File: config.mk
export PLATFORM = sky130hd
export DESIGN_NAME = enc_home_speed_ctrl_flat
export DESIGN_NICKNAME = d
export VERILOG_FILES = /design/src/rtl/enc_home_speed_ctrl_if.sv /design/src/rtl/enc_home_speed_ctrl.sv /design/src/flat_wrapper.sv
export SDC_FILE = /design/constraint.sdc
export NUM_CORES = 1
export LEC_CHECK = 0
export ABC_AREA = 1
export CAP_MARGIN = 20
export CORE_MARGIN = 2
export CORE_UTILIZATION = 45
export DETAILED_ROUTE_END_ITERATION = 10
export PLACE_DENSITY = 0.64
export SYNTH_ARGS = -nofsm -noshare
export SYNTH_HDL_FRONTEND = slang
export SYNTH_SLANG_ARGS = --single-unit
File: constraint.sdc
create_clock -name clk -period 4.1 [get_ports clk]
set_input_delay 1.025 -clock clk [delete_from_list [all_inputs] [get_ports clk]]
set_output_delay 1.025 -clock clk [all_outputs]
set_load 0.03 [all_outputs]
File: src/rtl/enc_home_speed_ctrl_if.sv
// rtl/enc_home_speed_ctrl_if.sv - encoder pulse inputs and position/speed outputs of the homing/speed sequencer
interface enc_home_speed_ctrl_if;
    logic        enc_step;
    logic        enc_dir;
    logic        enc_index;
    logic        cal_start;
    logic        spd_ready;
    logic [15:0] pos;
    logic        homed;
    logic [15:0] spd;
    logic        spd_valid;
    logic        spd_ovf;
    logic        idx_err;
    logic        fault;
    logic [1:0]  state;

    modport master (
        output enc_step, enc_dir, enc_index, cal_start, spd_ready,
        input  pos, homed, spd, spd_valid, spd_ovf, idx_err, fault, state
    );

    modport slave (
        input  enc_step, enc_dir, enc_index, cal_start, spd_ready,
        output pos, homed, spd, spd_valid, spd_ovf, idx_err, fault, state
    );
endinterface

File: src/rtl/enc_home_speed_ctrl.sv
// rtl/enc_home_speed_ctrl.sv - homes encoder position on Z index, tracks wrapped position
// and emits one saturated signed speed sample per fixed window.
module enc_home_speed_ctrl #(
    parameter int ENCO_NUM     = 4000,
    parameter int SPD_PERIOD   = 20000,
    parameter int SEEK_TIMEOUT = 50000000
) (
    input  logic                 clk,
    input  logic                 rst_n,
    enc_home_speed_ctrl_if.slave bus
);
    localparam int WIN_W = $clog2(SPD_PERIOD + 1);
    localparam int TMO_W = $clog2(SEEK_TIMEOUT + 1);
    localparam logic [15:0]      POS_MAX  = 16'(ENCO_NUM - 1);
    localparam logic [WIN_W-1:0] WIN_LAST = WIN_W'(SPD_PERIOD - 1);
    localparam logic [TMO_W-1:0] TMO_LAST = TMO_W'(SEEK_TIMEOUT - 1);

    typedef enum logic [1:0] {IDLE = 2'd0, SEEK = 2'd1, RUN = 2'd2, FAULT = 2'd3} state_t;

    state_t             state_q;
    logic [15:0]        pos_q;
    logic               homed_q;
    logic [15:0]        spd_q;
    logic               spd_valid_q;
    logic               spd_ovf_q;
    logic               idx_err_q;
    logic               fault_q;
    logic [WIN_W-1:0]   win_q;
    logic [TMO_W-1:0]   tmo_q;
    logic signed [15:0] acc_q;

    logic [15:0]        pos_step;
    logic signed [15:0] acc_next;

    always_comb begin
        pos_step = pos_q;
        if (bus.enc_step) begin
            if (bus.enc_dir)
                pos_step = (pos_q == POS_MAX) ? 16'd0 : pos_q + 16'd1;
            else
                pos_step = (pos_q == 16'd0) ? POS_MAX : pos_q - 16'd1;
        end
    end

    // Accumulator saturates rather than wrapping so a runaway window reads as full-scale.
    always_comb begin
        acc_next = acc_q;
        if (bus.enc_step) begin
            if (bus.enc_dir) begin
                if (acc_q != 16'sh7fff) acc_next = acc_q + 16'sd1;
            end else begin
                if (acc_q != 16'sh8000) acc_next = acc_q - 16'sd1;
            end
        end
    end

    always_ff @(posedge clk or negedge rst_n) begin
        if (!rst_n) begin
            state_q     <= IDLE;
            pos_q       <= 16'd0;
            homed_q     <= 1'b0;
            spd_q       <= 16'd0;
            spd_valid_q <= 1'b0;
            spd_ovf_q   <= 1'b0;
            idx_err_q   <= 1'b0;
            fault_q     <= 1'b0;
            win_q       <= '0;
            tmo_q       <= '0;
            acc_q       <= 16'sd0;
        end else begin
            pos_q <= pos_step;
            if (spd_valid_q && bus.spd_ready) spd_valid_q <= 1'b0;

            if (bus.cal_start) begin
                state_q     <= SEEK;
                homed_q     <= 1'b0;
                fault_q     <= 1'b0;
                spd_valid_q <= 1'b0;
                spd_ovf_q   <= 1'b0;
                idx_err_q   <= 1'b0;
                win_q       <= '0;
                tmo_q       <= '0;
                acc_q       <= 16'sd0;
            end else begin
                case (state_q)
                    SEEK: begin
                        if (bus.enc_index) begin
                            pos_q   <= 16'd0;
                            homed_q <= 1'b1;
                            state_q <= RUN;
                        end else if (tmo_q == TMO_LAST) begin
                            fault_q <= 1'b1;
                            state_q <= FAULT;
                        end else begin
                            tmo_q <= tmo_q + TMO_W'(1);
                        end
                    end
                    RUN: begin
                        if (bus.enc_index && pos_step != 16'd0) begin
                            idx_err_q <= 1'b1;
                            pos_q     <= 16'd0;
                        end
                        // Terminal count publishes acc including this cycle's step.
                        if (win_q == WIN_LAST) begin
                            win_q       <= '0;
                            acc_q       <= 16'sd0;
                            spd_q       <= acc_next;
                            spd_valid_q <= 1'b1;
                            if (spd_valid_q && !bus.spd_ready) spd_ovf_q <= 1'b1;
                        end else begin
                            win_q <= win_q + WIN_W'(1);
                            acc_q <= acc_next;
                        end
                    end
                    default: spd_valid_q <= 1'b0;
                endcase
            end
        end
    end

    assign bus.pos       = pos_q;
    assign bus.homed     = homed_q;
    assign bus.spd       = spd_q;
    assign bus.spd_valid = spd_valid_q;
    assign bus.spd_ovf   = spd_ovf_q;
    assign bus.idx_err   = idx_err_q;
    assign bus.fault     = fault_q;
    assign bus.state     = state_q;
endmodule

File: src/flat_wrapper.sv
// flat-port wrapper written by rule: the top's interface ports become plain ports
module enc_home_speed_ctrl_flat 
#(
    parameter int ENCO_NUM     = 4000,
    parameter int SPD_PERIOD   = 20000,
    parameter int SEEK_TIMEOUT = 50000000
)
  (clk, rst_n, bus_enc_step, bus_enc_dir, bus_enc_index, bus_cal_start, bus_spd_ready, bus_pos, bus_homed, bus_spd, bus_spd_valid, bus_spd_ovf, bus_idx_err, bus_fault, bus_state);
  enc_home_speed_ctrl_if bus_i ();
  input  logic clk;
  input  logic rst_n;
  input wire logic [$bits(bus_i.enc_step)-1:0] bus_enc_step;
  input wire logic [$bits(bus_i.enc_dir)-1:0] bus_enc_dir;
  input wire logic [$bits(bus_i.enc_index)-1:0] bus_enc_index;
  input wire logic [$bits(bus_i.cal_start)-1:0] bus_cal_start;
  input wire logic [$bits(bus_i.spd_ready)-1:0] bus_spd_ready;
  output wire logic [$bits(bus_i.pos)-1:0] bus_pos;
  output wire logic [$bits(bus_i.homed)-1:0] bus_homed;
  output wire logic [$bits(bus_i.spd)-1:0] bus_spd;
  output wire logic [$bits(bus_i.spd_valid)-1:0] bus_spd_valid;
  output wire logic [$bits(bus_i.spd_ovf)-1:0] bus_spd_ovf;
  output wire logic [$bits(bus_i.idx_err)-1:0] bus_idx_err;
  output wire logic [$bits(bus_i.fault)-1:0] bus_fault;
  output wire logic [$bits(bus_i.state)-1:0] bus_state;
  assign bus_i.enc_step = bus_enc_step;
  assign bus_i.enc_dir = bus_enc_dir;
  assign bus_i.enc_index = bus_enc_index;
  assign bus_i.cal_start = bus_cal_start;
  assign bus_i.spd_ready = bus_spd_ready;
  assign bus_pos = bus_i.pos;
  assign bus_homed = bus_i.homed;
  assign bus_spd = bus_i.spd;
  assign bus_spd_valid = bus_i.spd_valid;
  assign bus_spd_ovf = bus_i.spd_ovf;
  assign bus_idx_err = bus_i.idx_err;
  assign bus_fault = bus_i.fault;
  assign bus_state = bus_i.state;
  enc_home_speed_ctrl #(.ENCO_NUM(ENCO_NUM), .SPD_PERIOD(SPD_PERIOD), .SEEK_TIMEOUT(SEEK_TIMEOUT)) u_core (.clk(clk), .rst_n(rst_n), .bus(bus_i));
endmodule
==> impl_metrics.yaml <==
status:
  run_status: "complete, no violations"
critical_path:
  reg2reg_to: "u_core.bus.idx_err$_DFFE_PN0P_"
  setup.reg_to_reg.worst_slack_ns: 1.58
  worstReg2RegStart: "u_core.bus.pos[0]$_DFF_PN0_"
  crit_required_ns: 4.35
  cp.arrival_ns: 3.25
  end_kind: "register"
  r2r.worst_path.cells: 15
  timing.critical_path.from: "bus_cal_start"
  critical_path_peak_fanout: 18
  worst_setup_path_start_kind: "input port"
  critPathCapture: "u_core.win_q[12]$_DFFE_PN0P_"
  setup.worst_path.class: "input port to register"
logic_synthesis:
  yosysUniqueCellTypes: 46
  syn_avg_cell_area_sq_um: 6.57
  postSynth.asyncResetShare_pct: 100
  ys_flop_type: "dfrtp_1"
  ys_seq_elements: 96
  ys.warnings.count: 0
  yosysSeqAreaShare_pct: 33.6
  cells_after_synthesis: 1088
  postSynthNetCount: 1105
  mappedNetlistArea_sq_um: 7150
  synth_enable_flop_cells: 0
timing:
  finalCriticalPeriod_ns: 3.00
  worst_setup_slack_after_layout_ns: 1.10
  maxClockFrequency_mhz: 333
  grt_setup_unrepaired: "false"
  final_min_period_over_clock_period_pct: 73.3
  timing_hold_violations_final: 0
  fin_skew_ns: 0.00949
  timing.slew.headroom_pct: 41.9
  setup-tns-final_ns: 0
  worst-slew-pin-transition_ns: 0.872
  finalSetupViolCount: 0
  final-max-slew-violation-count: 0
routing:
  route.detailed.wl_per_inst_um: 14.6
  route.layer.met1.wl_um: 9630
  detail_route.iter0.violations: 624
  wl_met2_um: 8730
  drtAntennaViolNets: 0
  drt-pass1-iter-count: 5
  top_layer_used: "met4"
  via_per_inst: 5.32
  met3_length_um: 769
  dr_total_vias: 7081
  detail_route.wirelength_um: 19400
  remaining_drc_errors: 0
grt:
  wire_length_of_the_first_global_routing_pass_um: 32900
  grt_usage_pct: 24.4
  antenna_violations_before_repair: 0
  grt_pass1_vias: 6551
  grt_max_degree: 65
  grt_remaining_overflow: 0
cts:
  cts_tree: "built"
  cts_resized: 0
  ctsLongestPathBuffers: 2
  insertion_delay_ns: 0.36
  clock_sinks: 96
  clk_pin_slew_worst_paths_ns: 0.07
  clockRootBuffer: "clkbuf_16"
  clock_buffer_count_from_cts: 9
  hold_buf_cts: 0
  cts.htree.levels: 3
  post_cts_buffers: 0
final_layout:
  fill_cells: 1581
  final_net_count: 1128
  layout-drive-gt1-share_pct: 5.56
  syn_to_final_growth_pct: 13.2
  antenna_fix_cells: 0
die:
  start_util_pct: 45.5
  boundaryPins: 46
  die-height_um: 130
  die_width_um: 130
  core.rowCount: 46
  core_region_area_sq_um: 15700
  dieArea_sq_um: 16900
placed_design:
  place_hpwl_um: 13900
  place.port_buffers: 45
  dpl_worst_slack_ns: 0.753
  gp_congestion: 0.963
pwr:
  pwr_density_cell_nw_per_um2: 359
  static_leakage_nw: 3.69
  ir_drop_mv: 0.278
flow_run:
  maxCapViolations: 0
hold_path:
  hold_path.class: "register to register"
-- cell usage after synthesis, types with 2 or more instances --
cell type | count | area share (%)
a211oi_1 | 4 | 0.42
a21oi_1 | 27 | 1.9
nand2_1 | 329 | 17
nor3_2 | 3 | 0.42
o21ai_0 | 64 | 4.5
xnor2_1 | 7 | 0.86
nor2_2 | 7 | 0.61
o31ai_1 | 14 | 1.5
nor2_1 | 122 | 6.4
buf_4 | 3 | 0.32
a21o_1 | 2 | 0.21
nor3_1 | 33 | 2.3
a21oi_2 | 2 | 0.25
nand2_2 | 9 | 0.79
dfrtp_1 | 96 | 34
o2111ai_1 | 14 | 1.7
buf_2 | 17 | 1.2
a31oi_1 | 3 | 0.26
o21ai_1 | 8 | 0.56
nor4_1 | 9 | 0.79
ha_1 | 10 | 1.8
inv_2 | 4 | 0.21
nand4_1 | 26 | 2.3
nand3_1 | 88 | 6.2
xor2_1 | 30 | 3.7
o211ai_1 | 3 | 0.32
clkinv_1 | 5 | 0.26
inv_1 | 104 | 5.5
o21a_1 | 2 | 0.21
o22ai_1 | 5 | 0.44
clkbuf_1 | 20 | 1.1
clkbuf_2 | 2 | 0.14
or2_2 | 3 | 0.26
-- worst max-delay path, stage by stage --
cell and delay (ns):
clkdlybuf4s50_1 0.67, nor2_1 0.70, clkinv_1 0.16, buf_4 0.25, nand2_1 0.12, nor2_1 0.06, nand2_1 0.08, a21oi_1 0.06
o21a_1 0.12
-- through the flow --
step | cell area (sq um) | total power, mW | utilization [%] | std cells | hold WS [ns]
6_report | 8090 | 2.91 | 51.5 | 1332 | 0.487
5_1_grt | 8090 | 3.08 | 51.5 | 1332 | 0.503
4_1_cts | 8090 | 2.92 | 51.5 | 1332 | 0.488
3_5_place_dp | 7740 | 1.91 | 49.3 | 1316 | 0.469
3_3_place_gp | 7740 | 1.91 | 49.3 | 1316 | 0.468
2_1_floorplan | 7150 | 1.68 | - | 1088 | 0.493
-- logic make-up (layout without fill, tap and decap cells) --
family | after synthesis | count (layout) | share of synthesized area, %
AND/OR/NAND/NOR | 638 | 638 | 38.8
XOR/XNOR | 37 | 37 | 4.53
adder cells (fa/ha/maj) | 10 | 10 | 1.75
flip-flops | 96 | 96 | 33.6
buffers and inverters | 157 | 185 | 8.84
AO/OA/AOI/OAI | 150 | 150 | 12.5
-- cell type report --
cell class	instances	area (sq um)	share of cell area (%)
timing repair buffer	56	531	6.56
sequential	96	2400	29.7
clock inverter	6	113	1.39
clock buffer	10	239	2.95
inverter	113	424	5.24
tap	216	270	3.34
multi-input combinational	835	4110	50.8
-- state kept, by name, summed over array words and instances (netlist names), 2 cells and up --
name	cells
u_core.acc_q	16
u_core.bus.pos	16
u_core.bus.spd	16
u_core.bus.state	2
u_core.tmo_q	26
u_core.win_q	15
-- placed cells by master (no fill, tap or decap), types with 4 or more instances in the layout --
| cell type | synthesis | final |
|---|---|---|
| o22ai_1 | 5 | 5 |
| ha_1 | 10 | 10 |
| o21ai_0 | 64 | 64 |
| a21oi_1 | 27 | 27 |
| nor4_1 | 9 | 9 |
| nor3_1 | 33 | 33 |
| nand2_2 | 9 | 9 |
| inv_2 | 4 | 4 |
| nand2_1 | 329 | 329 |
| xnor2_1 | 7 | 7 |
| nand3_1 | 88 | 88 |
| a211oi_1 | 4 | 4 |
| clkinv_1 | 5 | 5 |
| o2111ai_1 | 14 | 14 |
| clkdlybuf4s50_1 | 0 | 44 |
| dfrtp_1 | 96 | 96 |
| clkbuf_16 | 0 | 9 |
| xor2_1 | 30 | 30 |
| nand4_1 | 26 | 26 |
| o21ai_1 | 8 | 8 |
| buf_4 | 3 | 12 |
| inv_1 | 104 | 104 |
| nor2_2 | 7 | 7 |
| o31ai_1 | 14 | 14 |
| nor2_1 | 122 | 122 |
-- worst min-delay path by stage --
stage | start | end | slack, ns | cells after the start
finish | u_core.bus.spd[14]$_DFFE_PN0P_ | u_core.bus.spd[14]$_DFFE_PN0P_ | 0.49 | 2
detailed placement | u_core.bus.spd[12]$_DFFE_PN0P_ | u_core.bus.spd[12]$_DFFE_PN0P_ | 0.47 | 2
floorplan | u_core.tmo_q[25]$_DFFE_PN0P_ | u_core.tmo_q[25]$_DFFE_PN0P_ | 0.49 | 2
global placement | u_core.bus.spd[6]$_DFFE_PN0P_ | u_core.bus.spd[6]$_DFFE_PN0P_ | 0.47 | 2
global route | u_core.bus.spd[15]$_DFFE_PN0P_ | u_core.bus.spd[15]$_DFFE_PN0P_ | 0.50 | 2
CTS | u_core.bus.spd[12]$_DFFE_PN0P_ | u_core.bus.spd[12]$_DFFE_PN0P_ | 0.49 | 2
-- layer usage --
| metal | vias up | track usage, % |
|---|---|---|
| met3 | 26 | 3.32 |
| met2 | 178 | 37.4 |
| met1 | 3261 | 36.0 |
| met5 | - | 0 |
| li1 | 3616 | - |
| met4 | 0 | 7.59 |
-- report_power, final --
part / switching (mW) / internal, mW / total [mW]
logic: 0.530 / 0.271 / 0.802
clock network: 0.390 / 0.617 / 1.01
registers: 0.102 / 0.995 / 1.10
total: 1.02 / 1.88 / 2.91
Note: power is estimated with default switching activity, not from simulation.
